==> src/rtl/adder_seq_ctrl_if.sv <==
// Request/result bundle between a wide-add master and adder_seq_ctrl.
// Master drives the request and operands. The sequencer returns status and the result.
interface adder_seq_ctrl_if #(
    parameter int WIDTH = 4,
    parameter int WORDS = 4
);
    localparam int N = WIDTH * WORDS;

    logic         start;
    logic [N-1:0] a;
    logic [N-1:0] b;
    logic         cin;
    logic         busy;
    logic         done;
    logic [N-1:0] sum;
    logic         cout;

    modport master (
        output start, a, b, cin,
        input  busy, done, sum, cout
    );

    modport slave (
        input  start, a, b, cin,
        output busy, done, sum, cout
    );
endinterface

==> src/rtl/adder_seq_ctrl.sv <==
// Word-serial wide adder: one WIDTH-bit word per cycle, LSW first; done is WORDS cycles after accept.
// No backpressure: start is taken only in IDLE and is dropped, not queued, while RUN or DONE.
module param_adder #(
    parameter int WIDTH = 4
) (
    input  logic [WIDTH-1:0] a,
    input  logic [WIDTH-1:0] b,
    input  logic             cin,
    output logic [WIDTH-1:0] sum,
    output logic             cout
);
    assign {cout, sum} = {1'b0, a} + {1'b0, b} + {{WIDTH{1'b0}}, cin};
endmodule

module adder_seq_ctrl #(
    parameter int WIDTH = 4,
    parameter int WORDS = 4
) (
    input  logic            clk,
    input  logic            rst,
    adder_seq_ctrl_if.slave bus
);
    localparam int N  = WIDTH * WORDS;
    localparam int IW = (WORDS > 1) ? $clog2(WORDS) : 1;
    localparam logic [IW-1:0] LAST_IDX = IW'(WORDS - 1);

    localparam logic [1:0] IDLE = 2'd0;
    localparam logic [1:0] RUN  = 2'd1;
    localparam logic [1:0] DONE = 2'd2;

    logic [1:0]       state;
    logic [IW-1:0]    idx;
    logic [N-1:0]     op_a;
    logic [N-1:0]     op_b;
    logic [N-1:0]     partial;
    logic             carry;
    logic             busy_q;
    logic             done_q;
    logic [N-1:0]     sum_q;
    logic             cout_q;

    logic [WIDTH-1:0] word_a;
    logic [WIDTH-1:0] word_b;
    logic [WIDTH-1:0] word_sum;
    logic             word_cout;
    logic [N-1:0]     partial_nxt;

    assign word_a = op_a[idx*WIDTH +: WIDTH];
    assign word_b = op_b[idx*WIDTH +: WIDTH];

    param_adder #(.WIDTH(WIDTH)) u_adder (
        .a    (word_a),
        .b    (word_b),
        .cin  (carry),
        .sum  (word_sum),
        .cout (word_cout)
    );

    // Merging the current word here lets the last RUN edge publish the full sum directly.
    always_comb begin
        partial_nxt = partial;
        partial_nxt[idx*WIDTH +: WIDTH] = word_sum;
    end

    always_ff @(posedge clk or posedge rst) begin
        if (rst) begin
            state   <= IDLE;
            idx     <= '0;
            op_a    <= '0;
            op_b    <= '0;
            partial <= '0;
            carry   <= 1'b0;
            busy_q  <= 1'b0;
            done_q  <= 1'b0;
            sum_q   <= '0;
            cout_q  <= 1'b0;
        end else begin
            done_q <= 1'b0;
            case (state)
                IDLE: begin
                    if (bus.start) begin
                        op_a   <= bus.a;
                        op_b   <= bus.b;
                        carry  <= bus.cin;
                        idx    <= '0;
                        busy_q <= 1'b1;
                        state  <= RUN;
                    end
                end
                RUN: begin
                    partial <= partial_nxt;
                    carry   <= word_cout;
                    if (idx == LAST_IDX) begin
                        sum_q  <= partial_nxt;
                        cout_q <= word_cout;
                        done_q <= 1'b1;
                        busy_q <= 1'b0;
                        idx    <= '0;
                        state  <= DONE;
                    end else begin
                        idx <= idx + IW'(1);
                    end
                end
                DONE: begin
                    state <= IDLE;
                end
                default: begin
                    state  <= IDLE;
                    busy_q <= 1'b0;
                end
            endcase
        end
    end

    assign bus.busy = busy_q;
    assign bus.done = done_q;
    assign bus.sum  = sum_q;
    assign bus.cout = cout_q;
endmodule

==> src/flat_wrapper.sv <==
// flat-port wrapper written by rule: the top's interface ports become plain ports
module adder_seq_ctrl_flat 
#(
    parameter int WIDTH = 4,
    parameter int WORDS = 4
)
  (clk, rst, bus_start, bus_a, bus_b, bus_cin, bus_busy, bus_done, bus_sum, bus_cout);
  adder_seq_ctrl_if #(.WIDTH(WIDTH), .WORDS(WORDS)) bus_i ();
  input  logic clk;
  input  logic rst;
  input wire logic [$bits(bus_i.start)-1:0] bus_start;
  input wire logic [$bits(bus_i.a)-1:0] bus_a;
  input wire logic [$bits(bus_i.b)-1:0] bus_b;
  input wire logic [$bits(bus_i.cin)-1:0] bus_cin;
  output wire logic [$bits(bus_i.busy)-1:0] bus_busy;
  output wire logic [$bits(bus_i.done)-1:0] bus_done;
  output wire logic [$bits(bus_i.sum)-1:0] bus_sum;
  output wire logic [$bits(bus_i.cout)-1:0] bus_cout;
  assign bus_i.start = bus_start;
  assign bus_i.a = bus_a;
  assign bus_i.b = bus_b;
  assign bus_i.cin = bus_cin;
  assign bus_busy = bus_i.busy;
  assign bus_done = bus_i.done;
  assign bus_sum = bus_i.sum;
  assign bus_cout = bus_i.cout;
  adder_seq_ctrl #(.WIDTH(WIDTH), .WORDS(WORDS)) u_core (.clk(clk), .rst(rst), .bus(bus_i));
endmodule
==> config.mk <==
export PLATFORM = sky130hd
export DESIGN_NAME = adder_seq_ctrl_flat
export DESIGN_NICKNAME = d
export VERILOG_FILES = /design/src/rtl/adder_seq_ctrl_if.sv /design/src/rtl/adder_seq_ctrl.sv /design/src/flat_wrapper.sv
export SDC_FILE = /design/constraint.sdc
export NUM_CORES = 1
export LEC_CHECK = 0
export CAP_MARGIN = 20
export CORE_MARGIN = 1.5
export CORE_UTILIZATION = 50
export CTS_BUF_LIST = sky130_fd_sc_hd__clkbuf_4 sky130_fd_sc_hd__clkbuf_8
export CTS_CLUSTER_DIAMETER = 40
export DETAILED_ROUTE_END_ITERATION = 7
export PLACE_DENSITY = 0.87
export SLEW_MARGIN = 20
export SYNTH_ARGS = -nofsm -noshare
export SYNTH_HDL_FRONTEND = slang
export SYNTH_SLANG_ARGS = --single-unit
==> constraint.sdc <==
create_clock -name clk -period 3.8 [get_ports clk]
set_input_delay 0.38 -clock clk [delete_from_list [all_inputs] [get_ports clk]]
set_output_delay 0.38 -clock clk [all_outputs]
set_load 0.01 [all_outputs]
## Yosys cells after proc, flatten, opt, wreduce, memory -nomap -nowiden

Cells that the tools add are included.

| cells by class | value |
|---|---|
| add/subtract/negate cells | 4 |
| multiply operators | 0 |
| div/mod/pow operators | 0 |
| $lt $le $gt $ge | 0 |
| equal/unequal tests | 5 |
| shift operators | 4 |
| multiplexer cells | 14 |
| bitwise logic cells | 1 |
| reductions and logical operators | 7 |

Operator list:

| kind | count |
|---|---|
| 4-bit negation with 34-bit output | 1 |
| 4-bit by 34-bit variable shift with 16-bit output, first input constant | 1 |
| 4-bit by 34-bit indexed part select with 16-bit output | 1 |
| 16-bit by 5-bit indexed part select with 4-bit output | 2 |
| 16-bit bitwise mux | 1 |
| 2-bit 2-to-1 mux | 4 |
| 2-bit one-hot mux with 2 select lines | 2 |
| 2-bit AND reduction | 4 |
| 4-bit by 4-bit adder with 5-bit output | 1 |
| 5-bit by 1-bit adder with 5-bit output | 1 |
| 1-bit 2-to-1 mux | 5 |
| 2-bit equality test, second input constant | 2 |
| 1-bit one-hot mux with 3 select lines | 1 |
| 3-bit AND reduction | 1 |
| 2-bit by 1-bit adder with 2-bit output, second input constant | 1 |
| 2-bit by 1-bit equality test with 1-bit output, second input constant | 1 |
| 2-bit logical NOT | 1 |
| 2-bit by 1-bit != test with 1-bit output, second input constant | 1 |
| 2-bit != test, second input constant | 1 |
| 1-bit one-hot mux with 2 select lines | 1 |
| 2-bit nonzero test | 1 |
| 1-bit inverter | 1 |

| storage, ports and cells | value |
|---|---|
| flip-flop bits (word level) | 72 |
| latch bits | 0 |
| bits in writable memories | 0 |
| ROM bits | 0 |
| logic and storage cells | 45 |
| memories kept | 0 |

## Logic depth before layout (Yosys ltp)

Gate-level depths: netlist (run 1).

| logic depth | value |
|---|---|
| depth after elaboration | 5 |
| gate-level depth with buffers | 7 |

## Cells and area by module

Synthesis (run 1) repeated with hierarchy kept, for this count alone.

| second synthesis, totals | value |
|---|---|
| cell total of the unflattened synthesis | 262 |
| area total of the unflattened synthesis | 3,550.9 um^2 |

Modules (own cells, without submodules):

| module | instances | cells each | area an instance (um^2) |
|---|---|---|---|
| adder_seq_ctrl | 1 | 246 | 3,407.0 |
| param_adder | 1 | 16 | 143.9 |

## Worst setup path after synthesis (run 1)

No wires, ideal clock.

| path | value |
|---|---|
| kind | reg-to-reg |
| from | reg u_core.idx[0] |
| to | reg u_core.partial[2] |
| setup time | 0.121 ns |
| arrival | 2.735 ns |
| path slack | 0.944 ns |
| stages on the path, launching flop included | 8 |
| period minus slack after synthesis | 2.856 ns |
| cell sequence | dfrtp_1 -> buf_2 -> mux4_2 -> fa_1 -> fa_1 -> xor2_1 -> and2_1 -> a22o_2 |

| on the way | value |
|---|---|
| word-level cells in the longest chain between the ends | 5 |
| elaborated cells between the ends (all ways) | 8 |
| classes of those cells | 3 x add/sub; 4 x shift; 1 x mux |

Ends and longest elaborated chain:

| item | line | text |
|---|---|---|
| from (decl) | adder_seq_ctrl.sv:32 | `logic [IW-1:0] idx;` |
| from (signal assigned) | adder_seq_ctrl.sv:101 | `idx <= idx + IW'(1);` |
| 16-bit by 5-bit indexed part select with 4-bit output (on tied branches) | adder_seq_ctrl.sv:48, adder_seq_ctrl.sv:49 |  |
| 4-bit by 4-bit adder with 5-bit output | adder_seq_ctrl.sv:12 | `assign {cout, sum} = {1'b0, a} + {1'b0, b} + {{WIDTH{1'b0}}, cin};` |
| 5-bit by 1-bit adder with 5-bit output | adder_seq_ctrl.sv:12 |  |
| 4-bit by 34-bit indexed part select with 16-bit output | adder_seq_ctrl.sv:62 | `partial_nxt[idx*WIDTH +: WIDTH] = word_sum;` |
| 16-bit bitwise mux (*) | adder_seq_ctrl.sv:62 |  |
| to (signal assigned) | adder_seq_ctrl.sv:91 | `partial <= partial_nxt;` |
| to (decl) | adder_seq_ctrl.sv:35 | `logic [N-1:0] partial;` |

Every way passes the cells marked *; elsewhere a longest branch is shown, timed or not.
A chain may end at the register's enable or synchronous reset.

## Worst setup path after layout (run 1)

| path | value |
|---|---|
| from | reg u_core.idx[0] |
| to | reg u_core.partial[14] |

Same word-level chain as after synthesis.

==> impl_results.md, run 1 <==
- Critical Path, Cell by Cell: mux4_2, fa_1, fa_1, xor2_1, and2_1, a22o_1
- Clk_skew: 0.01039 ns
- TritonCTS Sinks: 72
- Register area: 1802 um2
- Clock Latency Late Sink: 0.35 ns
- Gate Count Post-Synth: 245
- Class of the worst hold path: input port to async pin
- Filler cells: 465
- Setup ws final: 0.8100 ns
- Total Power: 4.054 mW
- Max-slew headroom: 0.4743
- Post-Syn Area: 3283 um2
- Overall Global Routing Usage: 0.2084
- Post-route cell area: 4100 um2
- Pwr Density: 988.9 nW/um2
- Largest net degree at the start of global routing: 41
- Share of cells above drive strength 1: 0.2182
- Dpl cell area: 3880 um2
- Final ANT Viol Nets: 0
- Num CTS Buffers: 9
- # IOs: 55
- Sequential share of the synthesized area: 0.5488
- Cts repair resizes: 0
- Top-count cell post-synth: dfrtp_1
- Fin Hold WS: 0.4500 ns
- H-tree depth: 3
- Worst Path Arrival: 3.28 ns
- Max-slew violation count: 0
- Dpl hpwl: 4666 um
- Crit path depth: 6
- Core ar.: 6350 um2
- Minimum clock period: 2.990 ns
- Max Cap Viol: 0
- Setup WS pre-CTS: 0.7980 ns
- Status: complete, no violations
- Vias in the first global route: 2371
- Critical Path RT: 4.09 ns
- Final Hold Viols: 0
- Slowest library cell on the worst path: dfrtp_1
- Bufs and invs on worst path: 0
- Number of diodes: 0
- Clock transition at the registers of the reported paths: 0.08 ns
- Leakage: 1.741 nW
- Area contributors post-synth: dfrtp_1 (55%), mux2_2 (10%), mux4_2 (5.5%)
- Clk buf depth: 2
- Post-synth EDFFs: 0
- Main synth FF type: dfrtp_1
- Routed wire length per instance: 17.10 um
- Fin Setup TNS: 0 ns
- # nets final: 349
- Placed cell count: 368
- Initial DRC Count: 195
- RSZ-0062 raised after global routing: no
- Endpoints failing setup: 0
- Slowest stage delay, CP: 0.63 ns
- Yosys top cell by area: dfrtp_1
- Aggregate global routing overflow: 0
- Final core occ: 0.6457
- Ys async rst share: 1.000
- Buffers added on ports: 54
- Initial core utilization: 0.5170
- CP max FO: 10
- Slew @ Worst Pin: 0.7866 ns
- Router iterations before antenna repair: 4
- Top cell type's share of synthesized area: 0.5488
- Post-CTS Setup Bufs: 0
- Crit start category: register
- Synth cell types: 33
- Synth cell count leaders: dfrtp_1 (72), mux2_2 (30), nor2_1 (30)
- Layout area overhead: 24.89%
- Die area: 7061 um2
- Die H: 84.03 um
- Syn Nets: 292
- Multi-input gate area: 1374 um2
- Post-Route WL: 6567 um
- Fmax: 334.5 MHz
- Via density: 5.771
- Post-CTS Hold Fix Bufs: 0
- #FFs+latches synth: 72
- Clk root buf: clkbuf_8
- Critical path type: register to register
- First-pass GRT wire length: 11500 um
- Most used cell, CP: fa_1
- R2r worst-path depth: 6
- Syn. warnings: 0
- CTS tree: done
- Max VDD drop: 638.7 uV
- CP delay by family, top: adder cells
- Non-Filler Instances: 384
- Via count: 2216
- Period utilisation layout: 0.7868
- GP Congestion: 0.8463
- Drt drc: 0
- Row Count: 29
- Die width: 84.03 um
- Avg Synthesized Cell Area: 13.40 um2
- Initial antenna violation count: 0
- Crit path capture type: register
==> power by group <==
group          total, mW  switching [mW]  internal [mW]
sequential          1.38           0.252           1.13
clock              0.665           0.281          0.384
combinational       2.01            1.03          0.975
total               4.05            1.56           2.49
==> logic make-up after synthesis <==
family,Yosys count,share of synthesized area
fa+ha+maj,11,0.04649
mux,40,0.1646
simple gates,49,0.08079
flops,72,0.5488
buf+inv,22,0.03354
compound gates,50,0.1231
xor+xnor,1,0.002668
==> flip-flops by register name, summed over array words and instances (netlist names) <==
| signal | cells |
|---|---|
| u_core.bus.sum | 16 |
| u_core.op_a | 16 |
| u_core.op_b | 16 |
| u_core.partial | 16 |
| u_core.idx | 2 |
| u_core.state | 2 |
| u_core.bus.busy | 1 |
| u_core.bus.cout | 1 |
| u_core.bus.done | 1 |
| u_core.carry | 1 |
==> layout make-up <==
type	instances	share of cell area
sequential	72	0.4394
multi-input combinational	151	0.3351
timing repair buffer	58	0.1392
clock buffer	11	0.03387
tap	77	0.02350
clock inverter	5	0.01984
inverter	10	0.009155
==> per-layer routing <==
| layer | up-vias | part of all wire | GRT usage |
|---|---|---|---|
| met2 | 78 | 0.52 | 0.3542 |
| met3 | 12 | 0.052 | 0.06034 |
| li1 | 1025 | - | - |
| met4 | 0 | 0.018 | 0.07004 |
| met5 | - | 0 | 0 |
| met1 | 1101 | 0.41 | 0.2543 |
==> placed cells by master, fill, tap and decap left out <==
cell type / count
and2_1: 2
xor2_1: 1
nor2_1: 29
a21o_1: 2
and3_2: 1
or3_4: 1
o22ai_1: 2
clkinv_4: 1
bufinv_16: 2
nor2b_1: 1
nor2_2: 1
a32oi_1: 4
a22o_2: 1
nand2_1: 9
a22o_1: 4
a32o_1: 12
buf_4: 4
ha_1: 9
clkbuf_8: 9
dfrtp_1: 72
clkinvlp_4: 1
a21oi_1: 7
mux2_1: 2
mux2_2: 30
o22a_1: 1
nand2b_1: 1
inv_1: 9
nor4b_2: 2
nor4_4: 1
fa_1: 2
clkinv_2: 1
clkdlybuf4s50_1: 54
inv_2: 1
o31ai_1: 1
nor4b_4: 1
a221oi_1: 12
o21ai_0: 4
clkbuf_4: 2
mux4_2: 8
==> path summary, 6_finish.rpt <==
check	startpoint	slack, ns	endpoint
max	u_core.idx[0]$_DFFE_PP0P_	0.81	u_core.partial[14]$_DFFE_PP0P_
min	rst	0.45	u_core.op_a[9]$_DFFE_PP0P_
max reg2reg	u_core.idx[0]$_DFFE_PP0P_	0.81	u_core.partial[14]$_DFFE_PP0P_
min reg2reg	u_core.bus.cout$_DFFE_PP0P_	0.48	u_core.bus.cout$_DFFE_PP0P_
max in group asynchronous	rst	2.38	u_core.carry$_DFFE_PP0P_
min in group clk	u_core.bus.cout$_DFFE_PP0P_	0.48	u_core.bus.cout$_DFFE_PP0P_
==> worst reg2reg max path: stages (launching register included) <==
cell	delay, ns
dfrtp_1	0.63
mux4_2	0.58
fa_1	0.45
fa_1	0.43
xor2_1	0.40
and2_1	0.28
a22o_1	0.17
No activity file was read; power rests on OpenSTA's default activity.
==> run 2, diff against run 1 <==
==> constraint.sdc (replaced) <==
create_clock -name clk -period 2.8 [get_ports clk]
set_input_delay 0.28 -clock clk [delete_from_list [all_inputs] [get_ports clk]]
set_output_delay 0.28 -clock clk [all_outputs]
set_load 0.01 [all_outputs]
==> impl_results.md, run 2 (same netlist as run 1, synthesis figures left out) <==
- Status: complete, no violations
- Critical Path RT: 3.05 ns
- TritonCTS Sinks: 72
- Initial DRC Count: 175
- Worst r2r dst: u_core.partial[15]$_DFFE_PP0P_
- Dpl cell area: 3910 um2
- Commonest non-fill, non-tap cells in the layout: dfrtp_1 (71), clkdlybuf4s50_1 (54), mux2_2 (30), nor2_1 (29)
- Routed wire length per instance: 17.40 um
- Class of the worst hold path: register to register
- Drt drc: 0
- Post-route cell area: 4121 um2
- Endpoints failing setup: 0
- Num CTS Buffers: 9
- Comb power frac: 0.524
- Worst Hold Launch: u_core.partial[13]$_DFFE_PP0P_
- Number of diodes: 0
- Pwr Density: 1358 nW/um2
- Final core occ: 0.6491
- Clk buf depth: 2
- Max VDD drop: 772.7 uV
- Overall Global Routing Usage: 0.2079
- # IOs: 55
- Largest net degree at the start of global routing: 73
- Minimum clock period: 2.695 ns
- Crit start category: register
- Max-slew headroom: 0.4176
- GP Congestion: 0.9024
- Initial antenna violation count: 0
- Switch share: 0.3964
- Layout area overhead: 25.53%
- Aggregate global routing overflow: 0
- Crit path capture type: register
- Critical R2R Launch: u_core.idx[0]$_DFFE_PP0P_
- Clock Latency Late Sink: 0.36 ns
- Worst R2R Setup Slack: 0.11 ns
- Router iterations before antenna repair: 4
- Core ar.: 6350 um2
- Dpl hpwl: 4603 um
- R2r worst-path depth: 7
- Slowest stage delay, CP: 0.55 ns
- Hold Path Sink: u_core.partial[13]$_DFFE_PP0P_
- Psw: 2.219 mW
- Clock power share: 0.147
- Die area: 7061 um2
- Commonest non-fill, non-tap cell in the layout: dfrtp_1
- Vias in the first global route: 2331
- Max Cap Viol: 0
- Critical path type: register to register
- Final Hold Viols: 0
- Leakage: 1.745 nW
- Via density: 5.773
- CTS tree: done
- H-tree depth: 3
- Share of cells above drive strength 1: 0.2347
- Final ANT Viol Nets: 0
- Fmax: 371.1 MHz
- Period utilisation layout: 0.9625
- Clk root buf: clkbuf_8
- Row Count: 29
- Setup WS pre-CTS: 0.03432 ns
- Pint: 3.378 mW
- Fin Setup TNS: 0 ns
- RSZ-0062 raised after global routing: no
- Max-slew violation count: 0
- Slew @ Worst Pin: 0.8736 ns
- Worst Path Arrival: 2.94 ns
- Buffers added on ports: 54
- Critical Path, Cell by Cell: buf_4, mux4_2, ha_1, and3_2, or3_4, and2_1, a32o_1
- Die width: 84.03 um
- Slowest library cell on the worst path: mux4_2
- Fin Hold WS: 0.4973 ns
- Sequential share of power: 0.329
- Clock transition at the registers of the reported paths: 0.08 ns
- CP max FO: 5
- # nets final: 354
- Clk_skew: 0.006938 ns
- Die H: 84.03 um
- Hold depth: 1
- Post-Route WL: 6753 um
- Via count: 2240
- Initial core utilization: 0.5170
- Setup ws final: 0.1051 ns
- First-pass GRT wire length: 11390 um
run 2: worst max path at each step:
stage                                    from                             end  cells after the start
floorplan           u_core.idx[0]$_DFFE_PP0P_   u_core.partial[2]$_DFFE_PP0P_                      7
global placement    u_core.idx[0]$_DFFE_PP0P_   u_core.partial[2]$_DFFE_PP0P_                      6
detailed placement  u_core.idx[0]$_DFFE_PP0P_   u_core.partial[2]$_DFFE_PP0P_                      6
CTS                 u_core.idx[0]$_DFFE_PP0P_  u_core.partial[15]$_DFFE_PP0P_                      7
global route        u_core.idx[0]$_DFFE_PP0P_  u_core.partial[11]$_DFFE_PP0P_                      7
finish              u_core.idx[0]$_DFFE_PP0P_  u_core.partial[15]$_DFFE_PP0P_                      7
run 2: timing repair:
item | CTS | global route
resized for setup | 2 | 0
hold buffers | 0 | 0
endpoints found under the setup margin | 8 | 3
pin swaps | 0 | 0
setup buffers | 0 | 1
run 2: critical path, delay by kind of cell, from the launching register on:
family / cells / cell delay (ns)
fa+ha+maj: 1 / 0.32
simple gates: 3 / 0.85
buf+inv: 1 / 0.17
compound gates: 1 / 0.27
flops: 1 / 0.41
mux: 1 / 0.55
run 2: per-layer routing:
| metal | wire length [um] | vias up | GRT usage | part of all wire |
|---|---|---|---|---|
| li1 | - | 1035 | - | - |
| met1 | 2817 | 1112 | 0.2576 | 0.42 |
| met2 | 3434 | 79 | 0.3513 | 0.51 |
| met3 | 357 | 14 | 0.04550 | 0.053 |
| met4 | 144 | 0 | 0.08793 | 0.021 |
| met5 | 0 | - | 0 | 0 |
run 2: area by class of cell:
| class | count | area, um2 |
|---|---|---|
| Sequential cell | 72 | 1803 |
| Multi-Input combinational cell | 151 | 1381 |
| Inverter | 10 | 37.54 |
| Fill cell | 464 | 2228 |
| Clock inverter | 5 | 57.56 |
| Clock buffer | 10 | 137.6 |
| Tap cell | 77 | 96.34 |
| Timing Repair Buffer | 63 | 608.1 |
run 2: metrics by stage:
stage / total power, mW / std cells
CTS: 5.573 / 387
finish: 5.597 / 388
floorplan: 3.745 / 245
detailed placement: 4.670 / 372
global placement: 4.529 / 372
global route: 5.954 / 388
run 2: power by group through the flow:
stage               combinational (mW)  sequential [mW]  clock [mW]
floorplan                         1.92             1.82           0
global placement                  2.70             1.83           0
detailed placement                2.81             1.86           0
CTS                               2.90             1.85       0.829
global route                      3.17             1.90       0.877
finish                            2.93             1.84       0.825
==> RTL edit 1: new RTL, config.mk and constraints of run 2 <==
`WIDTH` is set to 4 in 4 places; all go to 3.
--- a/src/rtl/adder_seq_ctrl_if.sv
+++ b/src/rtl/adder_seq_ctrl_if.sv
@@ -1,7 +1,7 @@
 // Request/result bundle between a wide-add master and adder_seq_ctrl.
 // Master drives the request and operands. The sequencer returns status and the result.
 interface adder_seq_ctrl_if #(
-    parameter int WIDTH = 4,
+    parameter int WIDTH = 3,
     parameter int WORDS = 4
 );
     localparam int N = WIDTH * WORDS;
--- a/src/rtl/adder_seq_ctrl.sv
+++ b/src/rtl/adder_seq_ctrl.sv
@@ -1,7 +1,7 @@
 // Word-serial wide adder: one WIDTH-bit word per cycle, LSW first; done is WORDS cycles after accept.
 // No backpressure: start is taken only in IDLE and is dropped, not queued, while RUN or DONE.
 module param_adder #(
-    parameter int WIDTH = 4
+    parameter int WIDTH = 3
 ) (
     input  logic [WIDTH-1:0] a,
     input  logic [WIDTH-1:0] b,
@@ -13,7 +13,7 @@
 endmodule
 
 module adder_seq_ctrl #(
-    parameter int WIDTH = 4,
+    parameter int WIDTH = 3,
     parameter int WORDS = 4
 ) (
     input  logic            clk,
--- a/src/flat_wrapper.sv
+++ b/src/flat_wrapper.sv
@@ -1,7 +1,7 @@
 // flat-port wrapper written by rule: the top's interface ports become plain ports
 module adder_seq_ctrl_flat 
 #(
-    parameter int WIDTH = 4,
+    parameter int WIDTH = 3,
     parameter int WORDS = 4
 )
   (clk, rst, bus_start, bus_a, bus_b, bus_cin, bus_busy, bus_done, bus_sum, bus_cout);
Ports: changed (resized bus_a, bus_b and bus_sum); port bits go from 55 to 43. The function was not compared with the original's and may differ.
==> RTL edit 1 against run 2 <==
Global-route usage down 1.7 points; die area down 18%; utilization down 1.4 points; final area down 21%; first-iteration DRC count down 57%; sequential share of layout area down 0.79 points; sequential cell count down 16; routed wire length down 24%; worst setup slack better by 0.12 ns; synthesized area down 19%; worst hold slack worse by 0.028 ns; power down 30%.
==> RTL edit 1: results <==
[detailed_routing]
wl_per_cell_um = 15.55
vias = 1785
drt_iter0_markers = 75
wirelength_um = 5116

[setup_path]
reg2reg_depth = 7
r2r-end = u_core.partial[4]
critPathTopFamily = adder cells
critPathMaxStageDelay_ns = 0.54
end_kind = flip-flop
critPathLaunch = u_core.idx[0]
arrival_ns = 2.81
worstPathMaxFanout = 4

[cts]
cts_inserted_buffers = 5
ctsResizeCount = 0
clkLatencyLatePin_ns = 0.32
clk_pin_slew_ns = 0.10
clockRootBuffer = clkbuf_8
cts_max_level = 2

[sta]
slew_headroom_pct = 54.53
whs_ns = 0.4692
setup_slack_ns = 0.2251
skew_ns = 0.007327

[place]
placed_cells = 321
preCtsSetupSlack_ns = 0.2097
hpwl_um = 3754
gp_congestion = 0.8731
placed_cell_area_um2 = 3171
portBuffers = 42

[global_route]
grt_use_total_pct = 19.14
grt_max_degree = 57
grt_pass1_vias = 1895
grt_pass1_wl_um = 8756
antenna_found_initial = 0

[synth]
yosys-top-cells-area = dfrtp_1, mux2_2, mux4_2, mux2_4, ha_1
syn_nets = 250
ys_seq_area_share_pct = 52.41
yosys.cell_types.count = 43
synthTopCellsByCount = dfrtp_1, nand2_1, mux2_2
synth_cells = 212

[power]
p_leak_nw = 1.439
switchingPower_mw = 1.577
peakVddDrop_mv = 0.5884

[cells_and_area]
fillers = 420
layout-drive-gt1-share_pct = 19.31
nets = 296

[run_status]
status = complete, no violations

[min_path]
hold_path_class = input pin to asynchronous set/reset pin
-- RTL edit 1: cell types whose count changed after synthesis, moves of 7 or more --
cell      before  now
a221oi_1      12    3
a32o_1        12    1
dfrtp_1       72   56
mux2_2        30   18
mux2_4         0    7
nand2_1        9   21
nor2_1        30   10
nor2b_1        1    9
o21ai_0        4   13
-- RTL edit 1: routing by layer --
metal	vias to the layer above	wire length [um]	track usage [%]
met5	-	0	0
met4	0	65	6.296
met3	9	176	4.790
met2	44	2704	34.41
met1	888	2169	22.38
li1	844	-	-
-- RTL edit 1: cell type report --
| type | count | area, um^2 | share of cell area [%] |
|---|---|---|---|
| sequential | 56 | 1401 | 42.96 |
| multi-input combinational | 136 | 1176 | 36.06 |
| timing repair buffer | 47 | 457.9 | 14.04 |
| tap | 70 | 87.58 | 2.685 |
| clock buffer | 5 | 68.82 | 2.110 |
| inverter | 12 | 47.55 | 1.458 |
| clock inverter | 3 | 22.52 | 0.6904 |
-- RTL edit 1: cell families (layout without fill, tap and decap cells) --
group	Yosys count	count (layout)	synth area share, %
XOR/XNOR	2	2	0.6552
buffers and inverters	20	67	3.837
multiplexers	33	33	17.41
AND/OR/NAND/NOR	53	53	10.72
AO/OA/AOI/OAI	38	38	9.734
flip-flops	56	56	52.41
adder cells (fa/ha/maj)	10	10	5.241
-- RTL edit 1: power by group through the flow --
stage / clock (mW) / sequential [mW] / combinational, mW
floorplan: 0 / 1.37 / 1.51
global placement: 0 / 1.38 / 2.03
detailed placement: 0 / 1.41 / 2.09
CTS: 0.463 / 1.39 / 2.10
global route: 0.499 / 1.44 / 2.31
finish: 0.451 / 1.40 / 2.09
-- RTL edit 1: tightest hold or removal path, delay by kind of cell --
family,cells,cell delay [ns]
buffers and inverters,3,1.01
==> RTL edit 2: new RTL, flow settings as in run 2 <==
Without the edit above. Make the reset (`rst`) synchronous in one clocked block.
--- a/src/rtl/adder_seq_ctrl.sv
+++ b/src/rtl/adder_seq_ctrl.sv
@@ -62,7 +62,7 @@
         partial_nxt[idx*WIDTH +: WIDTH] = word_sum;
     end
 
-    always_ff @(posedge clk or posedge rst) begin
+    always_ff @(posedge clk) begin
         if (rst) begin
             state   <= IDLE;
             idx     <= '0;
Function: differs if rst is asserted again (counterexample within 4 cycles, from zero or initial values and one cycle with rst high); with rst held inactive, the same outputs for 10 cycles.
==> RTL edit 2 against run 2 <==
Synthesized area down 2.0%; routed wire length up 1.8%; fmax up 2.7%; sequential share of layout area down 7.4 points; utilization down 1.7 points; final area down 3.8%; cell count up 27%; sequential cell count unchanged; worst setup slack better by 0.072 ns; critical path type unchanged; critical endpoint is now u_core.bus.sum[11].
Power is not compared: it rests on default switching activity, and its combinational part moved more than twofold at a synthesized area within 25%.
==> RTL edit 2: results <==
[synth]
synthArstFlopShare_pct = 0
syn_nets = 409
synth_ff_type = dfxtp_1
ys_seq_area_share_pct = 44.81
yosys-top-cells-area = dfxtp_1, nand2_1, a21oi_1, mux4_2, nor2_1
yosys.cell_types.count = 43
synthMostInstantiatedCell = nand2_1
synthTopCellsByCount = nand2_1, dfxtp_1, a21oi_1

[place]
gp_congestion = 0.8685
hpwl_um = 4879

[sta]
skew_ns = 0.01034
slew_headroom_pct = 48.73

[global_route]
grt_use_total_pct = 20.62
grt_max_degree = 73
grt_pass1_wl_um = 11660
grt_pass1_vias = 2599

[setup_path]
critPathTopFamily = simple AND/OR/NAND/NOR gates
critPathMaxStageDelay_ns = 0.50
slowest_stage = mux4_2
worstPathMaxFanout = 8
arrival_ns = 2.83

[detailed_routing]
wirelength_um = 6875
drt_iter0_markers = 231
drt_first_pass_iters = 5
vias = 2703

[cts]
clock_path_buffers = 2
clk_pin_slew_ns = 0.08

[cells_and_area]
fillers = 512
nets = 459
layout-drive-gt1-share_pct = 12.95
num_antenna_cells = 0

[min_path]
hold_path_class = flip-flop to flip-flop

[run_status]
status = complete, no violations
[RTL edit 2: repair_timing]
| action | CTS | global route |
|---|---|---|
| resized for setup | 0 | 2 |
| hold buffers | 0 | 0 |
| endpoints found under the setup margin | 0 | 8 |
[RTL edit 2: kinds of logic (layout without fill, tap and decap cells)]
| logic type | after synthesis | in the layout | share of synthesized area (%) |
|---|---|---|---|
| fa+ha+maj | 11 | 11 | 4.745 |
| mux | 8 | 8 | 5.601 |
| compound gates | 85 | 85 | 18.09 |
| buf+inv | 35 | 90 | 5.445 |
| flops | 72 | 72 | 44.81 |
| xor+xnor | 1 | 1 | 0.2723 |
| simple gates | 150 | 150 | 21.04 |
[RTL edit 2: cell type report]
type / count / area share, %
clock buffers: 12 / 3.850
clock inverters: 4 / 0.5049
inverters: 10 / 0.9467
multi-input cells: 255 / 40.49
flip-flops and latches: 72 / 36.38
well taps: 77 / 2.430
repair buffers: 64 / 15.40
[RTL edit 2: worst reg2reg max path, delay by kind of cell, from the launching register on]
kind                     cells  cell delay [ns]
AO/OA/AOI/OAI                2             0.41
adder cells (fa/ha/maj)      1             0.34
AND/OR/NAND/NOR              2             0.67
multiplexers                 1             0.51
buffers and inverters        1             0.18
flip-flops                   1             0.39
[RTL edit 2: metrics by stage]
step | setup slack [ns] | instances | hold WS [ns] | power, mW | area (um^2)
2_1_floorplan | 0.02006 | 362 | 0.4160 | 1.312 | 3217
3_3_place_gp | 0.2050 | 478 | 0.4387 | 1.406 | 3789
3_5_place_dp | 0.09058 | 478 | 0.4491 | 1.415 | 3789
4_1_cts | 0.08165 | 494 | 0.4590 | 2.132 | 3961
5_1_grt | 0.01096 | 494 | 0.4700 | 2.212 | 3965
6_report | 0.1770 | 494 | 0.4602 | 2.122 | 3965
[RTL edit 2: path summary, 6_finish.rpt]
kind / to / cells past startpoint / from / slack [ns]
min: u_core.op_a[2] / 2 / u_core.op_a[2] / 0.46
min reg2reg: u_core.op_a[2] / 2 / u_core.op_a[2] / 0.46
max reg2reg: u_core.bus.sum[11] / 7 / u_core.idx[0] / 0.18
max: u_core.bus.sum[11] / 7 / u_core.idx[0] / 0.18
[RTL edit 2: power by group]
| group | internal [mW] | total (mW) | switching, mW |
|---|---|---|---|
| Clock | 0.359 | 0.725 | 0.365 |
| Sequential | 1.07 | 1.10 | 0.0280 |
| Combinational | 0.139 | 0.301 | 0.163 |
[RTL edit 2: metal layers]
layer | up-vias | wire, um | GRT usage (%)
li1 | 1356 | - | -
met1 | 1247 | 3064 | 26.08
met2 | 88 | 3333 | 34.07
met3 | 12 | 360 | 4.274
met4 | 0 | 116 | 9.091
met5 | - | 0 | 0
